==> src/rtl/mult_div_ctrl.sv <==
// Multicycle MULT/DIV sequencer: signed radix-2 Booth multiply and signed restoring divide,
// with a start/busy/done handshake and one-cycle HI/LO write strobes.
module mult_div_ctrl #(
   parameter int unsigned DATA_W = 32,
   parameter int unsigned CNT_W  = 6
) (
   input  logic              clk,
   input  logic              reset,
   input  logic              start_mult,
   input  logic              start_div,
   input  logic [DATA_W-1:0] a,
   input  logic [DATA_W-1:0] b,
   output logic              busy,
   output logic              done,
   output logic              div_zero,
   output logic [DATA_W-1:0] hi_out,
   output logic [DATA_W-1:0] lo_out,
   output logic              hi_w,
   output logic              lo_w
);

   localparam int unsigned ACC_W = DATA_W + 1;
   localparam logic [CNT_W-1:0] LAST_CNT = CNT_W'(DATA_W - 1);

   typedef enum logic [1:0] {S_IDLE, S_MULT, S_DIV, S_DONE} state_t;

   state_t            state_q, state_d;
   logic [CNT_W-1:0]  cnt_q, cnt_d;
   logic [ACC_W-1:0]  acc_q, acc_d;
   logic [DATA_W-1:0] q_q, q_d;
   logic              qm1_q, qm1_d;
   logic [DATA_W-1:0] m_q, m_d;
   logic              neg_quo_q, neg_quo_d;
   logic              neg_rem_q, neg_rem_d;
   logic              dz_q, dz_d;
   logic [DATA_W-1:0] hi_d, lo_d;
   logic              busy_d, done_d, div_zero_d, wr_d;

   logic [ACC_W-1:0]        m_ext;
   logic [ACC_W-1:0]        booth_sum;
   logic [ACC_W+DATA_W:0]   booth_sh;
   logic [DATA_W-1:0]       rem_sh;
   logic [DATA_W:0]         trial;
   logic [DATA_W-1:0]       rem_n;
   logic [DATA_W-1:0]       quo_n;

   // Next-state, datapath step and registered-output values
   always_comb begin
      state_d   = state_q;
      cnt_d     = cnt_q;
      acc_d     = acc_q;
      q_d       = q_q;
      qm1_d     = qm1_q;
      m_d       = m_q;
      neg_quo_d = neg_quo_q;
      neg_rem_d = neg_rem_q;
      dz_d      = dz_q;
      hi_d      = hi_out;
      lo_d      = lo_out;

      // Booth step: add/subtract sign-extended M, then arithmetic shift {acc, Q} right
      m_ext = {m_q[DATA_W-1], m_q};
      unique case ({q_q[0], qm1_q})
         2'b01:   booth_sum = acc_q + m_ext;
         2'b10:   booth_sum = acc_q - m_ext;
         default: booth_sum = acc_q;
      endcase
      booth_sh = {booth_sum[ACC_W-1], booth_sum, q_q};

      // Restoring step on magnitudes; partial remainder stays below the divisor
      rem_sh = {acc_q[DATA_W-2:0], q_q[DATA_W-1]};
      trial  = {1'b0, rem_sh} - {1'b0, m_q};
      if (trial[DATA_W]) begin
         rem_n = rem_sh;
         quo_n = {q_q[DATA_W-2:0], 1'b0};
      end else begin
         rem_n = trial[DATA_W-1:0];
         quo_n = {q_q[DATA_W-2:0], 1'b1};
      end

      unique case (state_q)
         S_IDLE: begin
            if (start_mult) begin
               state_d = S_MULT;
               cnt_d   = '0;
               acc_d   = '0;
               q_d     = b;
               qm1_d   = 1'b0;
               m_d     = a;
               dz_d    = 1'b0;
            end else if (start_div) begin
               if (b == '0) begin
                  state_d = S_DONE;
                  dz_d    = 1'b1;
               end else begin
                  state_d   = S_DIV;
                  cnt_d     = '0;
                  acc_d     = '0;
                  q_d       = a[DATA_W-1] ? DATA_W'(0) - a : a;
                  m_d       = b[DATA_W-1] ? DATA_W'(0) - b : b;
                  neg_quo_d = a[DATA_W-1] ^ b[DATA_W-1];
                  neg_rem_d = a[DATA_W-1];
                  dz_d      = 1'b0;
               end
            end
         end
         S_MULT: begin
            acc_d = booth_sh[ACC_W+DATA_W -: ACC_W];
            q_d   = booth_sh[DATA_W:1];
            qm1_d = booth_sh[0];
            if (cnt_q == LAST_CNT) begin
               state_d = S_DONE;
               hi_d    = booth_sh[ACC_W+DATA_W-1 -: DATA_W];
               lo_d    = booth_sh[DATA_W:1];
            end else begin
               cnt_d = cnt_q + CNT_W'(1);
            end
         end
         S_DIV: begin
            acc_d = {1'b0, rem_n};
            q_d   = quo_n;
            if (cnt_q == LAST_CNT) begin
               state_d = S_DONE;
               lo_d    = neg_quo_q ? DATA_W'(0) - quo_n : quo_n;
               hi_d    = neg_rem_q ? DATA_W'(0) - rem_n : rem_n;
            end else begin
               cnt_d = cnt_q + CNT_W'(1);
            end
         end
         S_DONE: begin
            state_d = S_IDLE;
            dz_d    = 1'b0;
         end
         default: state_d = S_IDLE;
      endcase

      busy_d     = (state_d == S_MULT) || (state_d == S_DIV);
      done_d     = (state_d == S_DONE);
      div_zero_d = done_d && dz_d;
      wr_d       = done_d && !dz_d;
   end

   // State, datapath and output registers
   always_ff @(posedge clk or negedge reset) begin
      if (!reset) begin
         state_q   <= S_IDLE;
         cnt_q     <= '0;
         acc_q     <= '0;
         q_q       <= '0;
         qm1_q     <= 1'b0;
         m_q       <= '0;
         neg_quo_q <= 1'b0;
         neg_rem_q <= 1'b0;
         dz_q      <= 1'b0;
         hi_out    <= '0;
         lo_out    <= '0;
         busy      <= 1'b0;
         done      <= 1'b0;
         div_zero  <= 1'b0;
         hi_w      <= 1'b0;
         lo_w      <= 1'b0;
      end else begin
         state_q   <= state_d;
         cnt_q     <= cnt_d;
         acc_q     <= acc_d;
         q_q       <= q_d;
         qm1_q     <= qm1_d;
         m_q       <= m_d;
         neg_quo_q <= neg_quo_d;
         neg_rem_q <= neg_rem_d;
         dz_q      <= dz_d;
         hi_out    <= hi_d;
         lo_out    <= lo_d;
         busy      <= busy_d;
         done      <= done_d;
         div_zero  <= div_zero_d;
         hi_w      <= wr_d;
         lo_w      <= wr_d;
      end
   end

endmodule

==> config.mk <==
export PLATFORM = sky130hd
export DESIGN_NAME = mult_div_ctrl
export DESIGN_NICKNAME = d
export VERILOG_FILES = /design/src/rtl/mult_div_ctrl.sv
export SDC_FILE = /design/constraint.sdc
export NUM_CORES = 1
export LEC_CHECK = 0
export BUFFER_PORTS_ARGS = -buffer_cell sky130_fd_sc_hd__buf_2
export CORE_MARGIN = 1.5
export CORE_UTILIZATION = 55
export DETAILED_ROUTE_END_ITERATION = 10
export GPL_ROUTABILITY_DRIVEN = 0
export GPL_TIMING_DRIVEN = 0
export PLACE_DENSITY = 0.75
export SLEW_MARGIN = 20
export SYNTH_ARGS = -nofsm -noshare
export SYNTH_HDL_FRONTEND = slang
export SYNTH_SLANG_ARGS = --single-unit
==> constraint.sdc <==
create_clock -name clk -period 6.2 [get_ports clk]
set_input_delay 0.62 -clock clk [delete_from_list [all_inputs] [get_ports clk]]
set_output_delay 0.62 -clock clk [all_outputs]
set_load 0.03 [all_outputs]
# Yosys cells after proc, flatten, opt, wreduce, memory -nomap -nowiden
# Index checks and enable logic that the tools add are counted.
# word_totals
ff_bits,177
in_bits,68
out_inout_bits,69
# classes
n_eq_ne,16
add_sub_neg,8
reduce_logical,18
mux,40
bitwise,3
# ops
operator,count
32-bit 2-to-1 mux,15
32-bit case mux with 2 select lines,2
1-bit by 32-bit subtractor with 32-bit output (first input constant),4
33-bit 2-to-1 mux,3
33-bit case mux with 3 select lines,1
32-bit case mux with 3 select lines,1
33-bit case mux with 2 select lines,1
33-bit adder,1
32-bit by 32-bit subtractor with 33-bit output,1
33-bit subtractor,1
32-bit logical NOT,1
6-bit 2-to-1 mux,4
6-bit case mux with 2 select lines,1
2-bit equality test (second input constant),5
2-bit inequality test (second input constant),5
3-bit AND reduction,3
4-bit AND reduction,2
2-bit nonzero test,4
6-bit by 1-bit adder with 6-bit output (second input constant),1
2-bit by 1-bit equality test with 1-bit output (second input constant),3
6-bit by 5-bit equality test with 1-bit output (second input constant),1
1-bit 2-to-1 mux,6
2-bit 2-to-1 mux,3
3-bit inequality test (second input constant),2
11 further kinds,14

# Depth between registers and ports, before layout
# Gate-level depths: netlist (run 1).
# logic_depth
depth_word,7
mapped_depth,21
mapped_depth_nobuf,21

# Worst setup path before layout (run 1)
# OpenSTA, ideal clock, no wires.
# synth_path
path_kind,register to register
from,register q_q[31]
to,register hi_out[26]
synth_period_minus_slack_ns,4.807
setup_slack_ns,1.393
required_ns,6.069
arrival_ns,4.676
n_path_buf,4
path_stages_with_launch,21
cell_sequence,dfrtp_1 -> inv_1 -> ha_1 -> fa_1 -> nand2b_1 -> a21oi_2 -> a2bb2oi_2 -> a21oi_2 -> o21ai_4 -> buf_6 -> clkbuf_1 -> clkbuf_1 -> nand2_1 -> o21ai_0 -> ha_1 -> or4b_1 -> or3_1 -> clkbuf_1 -> o41ai_1 -> xor2_1 -> o21ai_1
# synth_via
elab_chain_cells,6
# synth_rtl
item,line_no,source
from (decl),30,"logic [DATA_W-1:0] q_q, q_d;"
from (signal assigned),166,q_q <= q_d;
32-bit by 32-bit subtractor with 33-bit output,72,"trial = {1'b0, rem_sh} - {1'b0, m_q};"
32-bit 2-to-1 mux *,73,if (trial[DATA_W]) begin
1-bit by 32-bit subtractor with 32-bit output,125,hi_d = neg_rem_q ? DATA_W'(0) - rem_n : rem_n;
32-bit 2-to-1 mux *,125,
32-bit 2-to-1 mux *,122,if (cnt_q == LAST_CNT) begin
32-bit case mux with 2 select lines *,81,unique case (state_q)
to (signal assigned),172,hi_out <= hi_d;
to (decl),16,"output logic [DATA_W-1:0] hi_out,"
# Every way passes the cells marked *; elsewhere a longest branch is shown, timed or not. The select of a mux whose other input is x is not followed.
# A chain may end at the register's enable or synchronous reset.

# Worst setup path after layout (run 1)
# Ends and elaborated chain as after synthesis.

==> results.md, run 1 <==
- Top cells by count, synth: 253 x nand2_1, 214 x nor2_1, 196 x o21ai_0, 187 x a21oi_1, 177 x dfrtp_1
- Row Count: 63
- Die footprint: 31,100 µm²
- Root Driver: clkbuf_16
- Fin worst setup slack: 0.145 ns
- Port Buffers: 133
- Reg-to-reg critical path startpoint: q_q[31]
- Sequential-to-total area share from yosys stat: 0.268
- Synth area leaders: dfrtp_1 27%, o21ai_0 5.9%, nand2_1 5.7%
- DRT antenna net count: 0
- Reg2Reg Depth: 20
- Fin crit period: 6.05 ns
- Synth unique cells: 87
- Max layer used: met5
- Crit end category: flip-flop
- Clock tree buffer depth: 2
- Syn_area_per_cell: 7.64 µm²
- EDFF count, synth: 0
- Die Y-Extent: 176 µm
- Crit path max fanout: 10
- Worst Max-Slew Pin Slew: 1.20 ns
- Synth Cell Area: 16,500 µm²
- Worst-path clk slew: 0.08 ns
- Die width: 176 µm
- H-tree levels: 4
- DPL Wire Length: 50.7 mm
- Initial Util: 0.557
- Num CTS Buffers: 17
- CTS Hold Bufs: 0
- DR DRC count: 0
- Met2 routed WL: 28.2 mm
- Layout cell share with drive strength beyond 1: 0.0996
- Fin. max-slew vios: 0
- Met3 WL: 8.54 mm
- Post_cts resized: 0
- Synth warnings: 0
- Syn-to-layout area delta: 11.2%
- WHS: 0.108 ns
- Setup bufs post-CTS: 0
- Gr usage total: 0.430
- # IOs: 137
- Vias: 18,900
- Nets: 2,462
- Syn Inst Count: 2,163
- Achievable frequency: 0.165 GHz
- TritonRoute pass-1 iters: 8
- CP Launch Type: flip-flop
- Crit path kind: flip-flop to flip-flop
- Vias in the first global route: 17,800
- Initial antenna violation count: 3
- Post-synth top area share: 0.268
- Most used standard cell by instance count after synthesis: nand2_1
- Reg-to-reg setup timing slack: 0.15 ns
- Final Cycle Share: 0.977
- Initial DRC count: 2,832
- CTS tree: built
- CTS Sinks: 177
- Final hold vios: 0
- Routed WL per cell: 24.4 µm
- Slew HR: 0.193
- Largest net degree at the start of global routing: 96
- Status: finished clean
- Drt total wl: 66.5 mm
- Final setup viols: 0
- Pre-CTS WS: 0.189 ns
- Wl on met1: 24.2 mm
- Via/cell ratio: 6.96
- Syn_nets: 2,308
- Setup tns final: 0 ns
- Post-synth ARST share: 1.00
- Max-capacitance violation count: 0
- Register bit total from synthesis: 177
- Primary FF master, synth: dfrtp_1
- Worst Hold Class: input pin to asynchronous set/reset pin
- RR Endpoint: hi_out[26]
- Required time of the worst setup path: 6.52 ns
- FILL cells: 2,732
- First-pass GRT wire length: 102 mm
- GRT overflow: 0
- RSZ-0062 raised after global routing: no
- Clk_lat worst skew: 0.46 ns
- Arrival @ worst endpoint: 6.37 ns
- Synth area leader: dfrtp_1
- Setup Skew: 0.0158 ns
- Core footprint: 29,600 µm²
-- how the worst max path moves through the flow --
stage / cells after the start / endpoint / from / slack, ns
6_report: 20 / hi_out[26] / q_q[31] / 0.15
5_1_grt: 18 / lo_out[24] / acc_q[18] / 0.04
4_1_cts: 20 / hi_out[26] / q_q[31] / 0.14
3_5_place_dp: 20 / hi_out[26] / q_q[31] / 0.19
3_3_place_gp: 20 / hi_out[26] / q_q[31] / 0.30
2_1_floorplan: 20 / hi_out[26] / q_q[31] / 1.39
-- critical path, cell delays in order, from the launching register on --
cell and delay, ns:
dfrtp_1 0.48, inv_1 0.10, ha_1 0.23, fa_1 0.43, nand2b_1 0.21, a21oi_2 0.29
a2bb2oi_2 0.30, a21oi_2 0.19, o21ai_4 0.25, buf_6 0.19, clkbuf_1 0.46, clkbuf_2 0.47
nand2_1 0.09, o21ai_0 0.20, ha_1 0.31, or4b_1 0.55, or3_1 0.34, clkbuf_1 0.19
o41ai_1 0.37, xor2_1 0.18, o21ai_1 0.07
-- cells by family after synthesis --
logic type      synth area share
compound gates             0.306
xor+xnor                  0.0954
fa+ha+maj                 0.0592
buf+inv                   0.0499
flops                      0.268
mux                       0.0229
simple gates               0.199
-- layout make-up --
type                    instances  area [µm²]  area share
inverters                      66         248      0.0135
flip-flops and latches        177        4430       0.241
repair buffers                135         711      0.0387
well taps                     390         488      0.0266
diodes                          2        5.00    0.000272
multi-input cells            1777       11300       0.615
clock buffers                  18         439      0.0239
clock inverters                13         174     0.00947
plain buffers                 143         578      0.0315
-- registers in the layout, indices dropped and copies added (netlist names) --
signal,flops
q_q,32
neg_rem_q,1
neg_quo_q,1
cnt_q,6
qm1_q,1
busy,1
m_q,32
done,1
state_q,2
lo_w,1
div_zero,1
dz_q,1
lo_out,32
hi_out,32
acc_q,33
-- placed cells by master (no fill, tap or decap), types with 17 or more instances in the layout --
| cell type | instances |
|---|---|
| mux2i_1 | 25 |
| nor4_1 | 20 |
| nor2_1 | 214 |
| o41ai_1 | 21 |
| buf_2 | 139 |
| a22oi_1 | 28 |
| clkbuf_16 | 17 |
| ha_1 | 75 |
| xor2_1 | 95 |
| clkbuf_1 | 114 |
| a31oi_1 | 20 |
| a21o_1 | 24 |
| nand3_1 | 36 |
| and3_1 | 17 |
| a211oi_1 | 36 |
| nor3_1 | 39 |
| o21ai_0 | 196 |
| nand2_1 | 253 |
| or3_1 | 29 |
| dfrtp_1 | 177 |
| a21oi_1 | 187 |
| o31ai_1 | 55 |
| xnor2_1 | 84 |
| a221o_1 | 18 |
| nand2b_1 | 18 |
| inv_1 | 63 |
-- metrics by stage --
step / instances / utilization / area [µm²]
final: 2721 / 0.620 / 18400
after global routing: 2720 / 0.620 / 18400
after CTS: 2718 / 0.619 / 18300
after detailed placement: 2687 / 0.598 / 17700
after global placement: 2686 / 0.596 / 17700
after floorplan: 2163 / - / 16500
-- metal layers --
| metal | GRT usage | vias to the layer above |
|---|---|---|
| met5 | 0 | - |
| met4 | 0.306 | 2 |
| met3 | 0.148 | 376 |
| met2 | 0.642 | 1427 |
| met1 | 0.517 | 8890 |
| li1 | - | 8250 |
Power of run 1 is left out: the tool's default activity adds up to more than one toggle a clock period on the data nets, which glitch-free logic cannot reach.
==> run 2: changes to the inputs <==
--- a/config.mk
+++ b/config.mk
@@ -11,7 +11,9 @@
 export DETAILED_ROUTE_END_ITERATION = 10
 export GPL_ROUTABILITY_DRIVEN = 0
 export GPL_TIMING_DRIVEN = 0
+export HOLD_SLACK_MARGIN = 0.12
 export PLACE_DENSITY = 0.75
+export REMOVE_ABC_BUFFERS = 1
 export SLEW_MARGIN = 20
 export SYNTH_ARGS = -nofsm -noshare
 export SYNTH_HDL_FRONTEND = slang
==> run 2 against run 1 <==
  * Sequential cell count unchanged
  * Core utilization is 0.35 points lower
  * Routed wire length decreased by 18%
  * Global-route usage fell by 7.9 points
  * Clock skew fell by 0.0012 ns
  * Final cell count fell by 4.3%
  * Non-clock buffer count decreased by 121
  * Critical path depth down 5
  * Critical path type unchanged
==> results.md, run 2 (synthesis results as in run 1) <==
- Status: finished clean
- DR DRC count: 0 (unchanged)
- Worst vdd ir: 274 µV
- DPL Wire Length: 39.9 mm (-21%)
- Non-filler cells, final: 2,604 (-4.3%)
- Max reg flops: 33 (unchanged)
- Final hold vios: 0 (unchanged)
- Initial Util: 0.557 (unchanged)
- Arrival @ worst endpoint: 6.26 ns (-0.11 ns)
- Slowest cell delay on critical path: 0.60 ns (+0.05 ns)
- CTS tree: built
- Setup Skew: 0.0146 ns (-0.00118 ns)
- Die Y-Extent: 176 µm (unchanged)
- Syn-to-layout area delta: 10.5%
- Max-capacitance violation count: 0 (unchanged)
- Layout cell share with drive strength beyond 1: 0.113 (+0.0130)
- Fin crit period: 5.94 ns (-0.118 ns)
- Routed WL per cell: 21.1 µm (-14%)
- Required time of the worst setup path: 6.53 ns (about the same)
- Final Cycle Share: 0.957 (-0.0191)
- Worst Max-Slew Pin Slew: 1.16 ns (-0.0415 ns)
- Worst-path clk slew: 0.07 ns (about the same)
- Vias: 17,300 (-8.9%)
- DRT antenna net count: 0 (unchanged)
- Root Driver: clkbuf_16
- Row Count: 63 (unchanged)
- Switch Pwr: 6900 µW
- Largest net degree at the start of global routing: 87 (-9.4%)
- Crit end category: flip-flop
- Setup bufs post-CTS: 0 (unchanged)
- CP cell instances: inv_1 > ha_1 > fa_1 > nand2b_1 > a21oi_2 > a2bb2oi_2 > a21oi_2 > o21ai_4 > inv_4 > o41a_1 > or4b_1 > or3_1 > o31ai_1 > xnor2_1 > a21oi_1
- Num CTS Buffers: 17 (unchanged)
- # IOs: 137 (unchanged)
- H-tree levels: 4 (unchanged)
- Port Buffers: 136 (+2.3%)
- CP Launch Type: flip-flop
- Slew HR: 0.225 (+0.0325)
- Max stage delay cell, worst path: or4b_1
- Total power: 12,400 µW
- Clock power frac: 0.089
- Core footprint: 29,600 µm² (unchanged)
- CTS Sinks: 177 (unchanged)
- Worst Hold Class: flip-flop to flip-flop
- Reg with most FFs: acc_q
- Comb power frac: 0.743
- Drt total wl: 54.8 mm (-18%)
- Pint: 5460 µW
- Clock tree buffer depth: 2 (unchanged)
- Via/cell ratio: 6.63 (-4.8%)
- Crit path max fanout: 53 (+43)
- GRT overflow: 0 (unchanged)
- Die footprint: 31,100 µm² (unchanged)
- Crit path kind: flip-flop to flip-flop
- Post-Place Cells: 2,566 (-4.5%)
- Most common cell after layout, fill and taps aside: nand2_1
- Vias in the first global route: 16,300 (-8.4%)
- Clk_lat worst skew: 0.46 ns (about the same)
- Nets: 2,343 (-4.8%)
- RSZ-0062 raised after global routing: no
- FILL cells: 2,707 (-0.92%)
- Cell Pwr Density: 677 nW/µm²
- Die width: 176 µm (unchanged)
- Fin. max-slew vios: 0 (unchanged)
- TritonRoute pass-1 iters: 9 (+1)
- Lkg Pwr: 0.00791 µW
- First-pass GRT wire length: 86.0 mm (-15%)
- Most frequent cells in the layout: 253 x nand2_1, 210 x nor2_1, 195 x o21ai_0
- Gr usage total: 0.351 (-0.0794)
- Switching Share: 0.558
- Seq pwr share: 0.168
- Cell seen most often among critical-path stages: a21oi_2
- Achievable frequency: 0.168 GHz (+2.0%)
- Initial DRC count: 1,867 (-34%)
- Initial antenna violation count: 7 (+4)
- Final setup viols: 0 (unchanged)
-- run 2: final cells by class --
class / instances / area [µm²] / area share
multi-input combinational: 1779 / 11400 / 0.623
sequential: 177 / 4430 / 0.243
timing repair buffer: 157 / 1150 / 0.0631
tap: 390 / 488 / 0.0267
clock buffer: 19 / 443 / 0.0242
inverter: 66 / 250 / 0.0137
clock inverter: 13 / 118 / 0.00644
antenna: 3 / 7.51 / 0.000411
-- run 2: stage by stage --
| step | hold slack (ns) | setup TNS (ns) | cell area [µm²] | util | setup WS, ns |
|---|---|---|---|---|---|
| 3_5_place_dp | 0.465 | -1.78 | 17700 | 0.596 | -0.341 |
| 6_report | 0.474 | 0 | 18300 | 0.616 | 0.264 |
| 2_1_floorplan | 0.324 | -4.34 | 15900 | - | -0.597 |
| 4_1_cts | 0.483 | 0 | 18200 | 0.615 | 0.0965 |
| 3_3_place_gp | 0.457 | -393.99 | 17100 | 0.577 | -4.73 |
| 5_1_grt | 0.504 | 0 | 18300 | 0.616 | 0.171 |
-- run 2: per-layer routing --
layer / global-route usage / up-vias / routed length, µm
li1: - / 8040 / -
met1: 0.451 / 8029 / 22300
met2: 0.568 / 990 / 24600
met3: 0.0706 / 194 / 5560
met4: 0.161 / 4 / 2370
met5: 0 / - / 29
-- run 2: final timing paths --
| check | cells after the start | slack [ns] | to | startpoint |
|---|---|---|---|---|
| worst max-delay path | 15 | 0.26 | hi_out[24] | q_q[31] |
| worst min-delay path | 2 | 0.47 | hi_out[12] | hi_out[12] |
| worst max register to register | 15 | 0.26 | hi_out[24] | q_q[31] |
| worst min register to register | 2 | 0.47 | hi_out[12] | hi_out[12] |
| max in group asynchronous | 4 | 4.49 | acc_q[24] | reset |
| min in group asynchronous | 2 | 0.67 | lo_out[3] | reset |
-- run 2: power by group through the flow --
stage          clock, µW  sequential (µW)  combinational [µW]
6_report            1100             2080                9180
5_1_grt             1150             2120                9920
4_1_cts             1110             2050                8890
3_5_place_dp           0             2070                8820
3_3_place_gp           0             2050                8380
2_1_floorplan          0             1890                6480
-- run 2: repair_timing --
| action | 4_1_cts | 5_1_grt |
|---|---|---|
| pin swaps | 1 | 1 |
| resized for setup | 0 | 2 |
| gates cloned | 1 | 1 |
| endpoints found under the setup margin | 7 | 7 |
| hold buffers | 1 | 0 |
| endpoints found under the hold margin | 53 | 0 |
-- run 2: critical path, delay by kind of cell (launching register included) --
family                     cells  cell delay, ns
xor gates and xnor gates       1            0.21
and+or+nand+nor                3            1.31
AOI/OAI and AO/OA              7            2.41
DFF                            1            0.55
adders and majority gates      2            0.71
buffers and inverters          2            0.56
Power figures use the tool's default switching activity.
